<file path="config.mk">
export PLATFORM = sky130hd
export DESIGN_NAME = pipelined_addsub
export DESIGN_NICKNAME = d
export VERILOG_FILES = /design/src/rtl/pipelined_addsub.sv
export SDC_FILE = /design/constraint.sdc
export NUM_CORES = 1
export LEC_CHECK = 0
export BUFFER_PORTS_ARGS = -buffer_cell sky130_fd_sc_hd__buf_2
export CAP_MARGIN = 20
export CORE_ASPECT_RATIO = 2
export CORE_MARGIN = 1
export CORE_UTILIZATION = 57
export CTS_CLUSTER_DIAMETER = 40
export CTS_CLUSTER_SIZE = 30
export DETAILED_ROUTE_END_ITERATION = 6
export PLACE_DENSITY_LB_ADDON = 0.3
export SLEW_MARGIN = 20
export SYNTH_ARGS = -nofsm -noshare
export SYNTH_HDL_FRONTEND = slang
export SYNTH_SLANG_ARGS = --single-unit
</file>
<file path="constraint.sdc">
create_clock -name clk -period 4.4 [get_ports clk]
set_input_delay 0.44 -clock clk [delete_from_list [all_inputs] [get_ports clk]]
set_output_delay 0.44 -clock clk [all_outputs]
set_load 0.05 [all_outputs]
</file>
<file path="src/rtl/pipelined_addsub.sv">
// pipelined_addsub: WIDTH-bit adder/subtractor with the carry chain split into
// CHUNK-bit pipeline stages (STAGES = WIDTH/CHUNK, latency STAGES, 1 beat/cycle).
//
// Ports:
//   clk, rst              clock, synchronous active-high reset
//   in_valid, in_ready    operand handshake (A, B, OP, Cin)
//   OP                    00 A+B, 01 A-B, 10 A+B+Cin, 11 A+~B+Cin
//   out_valid, out_ready  result handshake (S, Cout, Ovf, Zero, Neg)
//   Cout                  carry out of the MSB (for subtract, 1 = no borrow)
//   Ovf                   two's-complement signed overflow
//   Zero, Neg             S == 0, S[WIDTH-1]
module pipelined_addsub #(
    parameter int unsigned WIDTH = 16,
    parameter int unsigned CHUNK = 4
) (
    input  logic             clk,
    input  logic             rst,
    input  logic             in_valid,
    output logic             in_ready,
    input  logic [WIDTH-1:0] A,
    input  logic [WIDTH-1:0] B,
    input  logic [1:0]       OP,
    input  logic             Cin,
    output logic             out_valid,
    input  logic             out_ready,
    output logic [WIDTH-1:0] S,
    output logic             Cout,
    output logic             Ovf,
    output logic             Zero,
    output logic             Neg
);

    localparam int unsigned STAGES = WIDTH / CHUNK;
    localparam int unsigned LAST   = STAGES - 1;

    // Level k holds the inputs of stage k: full operands (only chunks >= k are
    // still consumed), the carry into chunk k and the result chunks below k.
    logic [WIDTH-1:0]  a_q [STAGES];
    logic [WIDTH-1:0]  b_q [STAGES];
    logic [WIDTH-1:0]  s_q [STAGES];
    logic [STAGES-1:0] c_q;
    logic [STAGES-1:0] v_q;

    logic [CHUNK:0]    csum  [STAGES];
    logic [WIDTH-1:0]  s_nxt [STAGES];
    logic              stall;
    logic              ovf_fin;

    assign stall    = out_valid & ~out_ready;
    assign in_ready = ~rst & ~stall;

    always_comb begin
        for (int k = 0; k < STAGES; k++) begin
            csum[k]  = {1'b0, a_q[k][k*CHUNK +: CHUNK]} + {1'b0, b_q[k][k*CHUNK +: CHUNK]}
                     + {{CHUNK{1'b0}}, c_q[k]};
            s_nxt[k] = s_q[k];
            s_nxt[k][k*CHUNK +: CHUNK] = csum[k][CHUNK-1:0];
        end
        // b_q already holds the effective (possibly inverted) operand.
        ovf_fin = (a_q[LAST][WIDTH-1] == b_q[LAST][WIDTH-1]) &&
                  (s_nxt[LAST][WIDTH-1] != a_q[LAST][WIDTH-1]);
    end

    // Datapath: no reset needed, qualified by the valid bits.
    always_ff @(posedge clk) begin
        if (!stall) begin
            a_q[0] <= A;
            b_q[0] <= OP[0] ? ~B : B;
            c_q[0] <= OP[1] ? Cin : OP[0];
            s_q[0] <= '0;
            for (int k = 0; k < STAGES - 1; k++) begin
                a_q[k+1] <= a_q[k];
                b_q[k+1] <= b_q[k];
                c_q[k+1] <= csum[k][CHUNK];
                s_q[k+1] <= s_nxt[k];
            end
        end
    end

    // Control and registered outputs; the whole pipe freezes while stalled.
    always_ff @(posedge clk) begin
        if (rst) begin
            v_q       <= '0;
            out_valid <= 1'b0;
            S         <= '0;
            Cout      <= 1'b0;
            Ovf       <= 1'b0;
            Zero      <= 1'b0;
            Neg       <= 1'b0;
        end else if (!stall) begin
            // in_ready is 1 here, so in_valid alone marks an accepted beat.
            v_q[0] <= in_valid;
            for (int k = 0; k < STAGES - 1; k++) begin
                v_q[k+1] <= v_q[k];
            end
            out_valid <= v_q[LAST];
            if (v_q[LAST]) begin
                S    <= s_nxt[LAST];
                Cout <= csum[LAST][CHUNK];
                Ovf  <= ovf_fin;
                Zero <= (s_nxt[LAST] == '0);
                Neg  <= s_nxt[LAST][WIDTH-1];
            end
        end
    end

endmodule

</file>
==> out/results.ini <==
[setup_path]
cp_cell_sequence = fa_1, fa_1, nor4_1, nand4_1, nor3_1, a32o_1
slowest_delay_ns = 0.48
worstPathMaxFanout = 2
r2r_slack_ns = 2.06
cp_slowest_cell = fa_1
critPathLaunchType = flip-flop
crit_top_cell = fa_1
crit-reg2reg-capture = Zero
crit_type = flip-flop to flip-flop
rr_startpoint = c_q[3]
rr_worst_depth = 6
end_kind = flip-flop
cp.required_ns = 4.74
crit_arrival_ns = 2.68

[global_route]
grt_pass1_wl_mm = 10.2
grt.overflow.total = 0
track_usage_pct = 16.2
antenna_found_initial = 0
grt_start_max_net_pins = 116
grt_pass1_vias = 2387

[clock_tree]
h-tree-depth = 4
cts_resized = 0
cts_tree = yes
clock_latency_ns = 0.40
cts_buffers = 17
root_buffer = clkbuf_16
clk_pin_slew_worst_paths_ns = 0.05
cts_sinks = 132
clock_path_buffers = 2
cts_hold_buf = 0
postCtsSetupRepairBufs = 0

[logic_synthesis]
synthCells = 297
synth.distinct_cells = 35
ys_ff_latch = 132
yosys_warnings = 0
netlist_area_um2 = 4940
yosysSeqAreaShare_pct = 75.4
synth_area_per_cell_um2 = 16.6
synth_fp_nets = 356

[sta]
drv_slew = 0
setup_ws_ns = 2.06
setup-tns-final_ns = 0
rsz0062_at_grt = no
fmax_mhz = 428
holdWs_ns = 0.211
fin_worst_skew_ns = 0.00536
layout_min_cycle_time_ns = 2.34
finalCritPeriodShare_pct = 53.2
max_slew.worst_pin.slew_ns = 0.734
maxSlewHeadroom_pct = 51.1
setup_viol = 0
hold_viol = 0

[detailed_routing]
firstDrtPassIters = 4
routed_wl_mm = 6.16
drc = 0
post_drt_wl_per_cell_um = 12.9
detail-route-antenna-nets = 0
first_iter_violations = 128
vias = 2417
routed_via_density = 5.08

[placement]
hpwl_mm = 3.88
placed_area_um2 = 5270
dp_slack_ns = 2.04
place_congestion = 0.740
portBuffers = 60

[cells_and_area]
antenna_cells = 0
final_layout_size_suffix_gt1_share_pct = 27.2
final_cell_area_um2 = 5860
nets = 424
nFillCells = 543
area_growth_syn_to_layout_pct = 18.7

[floorplanning]
initial_core_util_pct = 59.1
die_y_um = 134
io_pins = 61
coreArea_um2 = 8350
die_w_um = 67.8
dieArea_um2 = 9060
rows = 47

[power]
leakagePower_uw = 0.00237
p_per_area_nw_per_um2 = 534
power.total_uw = 3130
max-vdd-ir-drop_mv = 0.468

[hold_path]
hold-path-endpoint = a_q[0][12]
hp-start = A[12]
min_path_type = input port to flip-flop
whs_path_depth = 1

[status]
outcome = finished clean

[job]
timing.max_cap.violations = 0

-- worst max-delay path, delay by kind of cell (launching register included) --
| kind | cells | cell delay (ns) |
|---|---|---|
| and+or+nand+nor | 3 | 0.79 |
| DFF | 1 | 0.40 |
| AOI/OAI and AO/OA | 1 | 0.15 |
| adders and majority gates | 2 | 0.94 |
-- flip-flops by register name, indices dropped and copies added, names as in the netlist, 4 cells and up --
register / count
S: 15
a_q: 40
b_q: 40
c_q: 4
s_q: 24
v_q: 4
-- synth_stat cells, drive strengths merged --
cell type | number | area, µm²
a32o | 1 | 10.0
o211a | 1 | 10.0
xor2 | 18 | 158
xnor2 | 7 | 61.3
ha | 12 | 150
clkbuf | 1 | 3.75
nand4 | 1 | 6.26
and2 | 1 | 8.76
nor2 | 5 | 18.8
nor2b | 4 | 32.5
nor3 | 2 | 10.0
nand2 | 37 | 146
dfxtp | 24 | 480
buf | 10 | 81.3
a21o | 5 | 37.5
a211oi | 1 | 7.51
mux2 | 1 | 11.3
fa | 8 | 160
a21oi | 22 | 148
o21ai | 3 | 15.0
o41ai | 1 | 16.3
nand2b | 3 | 18.8
edfxtp | 108 | 3240
o31ai | 1 | 7.51
nor4 | 3 | 18.8
inv | 14 | 60.1
nand3 | 3 | 15.0
-- metal layers --
layer	up-vias	global-route usage (%)	part of all wire, %
met5	-	0	0
met4	0	11.5	3.7
met3	15	5.91	4.2
met2	71	27.5	55
met1	1135	15.1	37
li1	1196	-	-
-- logic make-up (layout without fill, tap and decap cells) --
family / Yosys count / count (layout) / synth area share, %
adders and majority gates: 20 / 20 / 6.29
and+or+nand+nor: 59 / 59 / 5.58
buffers and inverters: 25 / 106 / 2.94
xor gates and xnor gates: 25 / 25 / 4.44
AOI/OAI and AO/OA: 35 / 35 / 5.10
DFF: 132 / 132 / 75.4
muxes: 1 / 1 / 0.228
-- worst max-delay path by stage --
| stage | start | end |
|---|---|---|
| final | c_q[3] | Zero |
| after global routing | c_q[3] | Zero |
| after CTS | c_q[3] | Zero |
| after detailed placement | out_ready | Cout |
| after global placement | out_ready | Cout |
| after floorplan | c_q[3] | Zero |
-- layout by cell type, fill, tap and decap left out, types with 8 or more instances in the layout --
cell,count
edfxtp_1,108
buf_2,60
nand2_1,34
dfxtp_1,24
xor2_1,18
clkbuf_16,17
inv_1,13
a21oi_1,12
ha_1,12
a21oi_2,10
fa_1,8
-- metrics by stage --
step	cells	util, %
after global placement	444	63.2
after floorplan	297	-
after detailed placement	444	63.2
final	476	70.2
after global routing	476	70.2
after CTS	476	70.2
-- report_power, final --
| part | total, µW | internal, µW | leakage [µW] | switching (µW) |
|---|---|---|---|---|
| logic | 192 | 87.8 | 0.000748 | 104 |
| registers | 1590 | 1530 | 0.00134 | 57.4 |
| clock network | 1350 | 902 | 0.000287 | 451 |
| total | 3130 | 2520 | 0.00237 | 613 |
-- layout make-up --
class | count | area [µm²] | share of cell area [%]
sequential | 132 | 3720 | 63.5
multi-input combinational | 140 | 1070 | 18.2
clock buffer | 26 | 509 | 8.69
timing repair buffer | 60 | 300 | 5.12
tap | 98 | 123 | 2.09
clock inverter | 6 | 76.3 | 1.30
inverter | 14 | 60.1 | 1.02
Note: power is estimated with default switching activity, not from simulation.
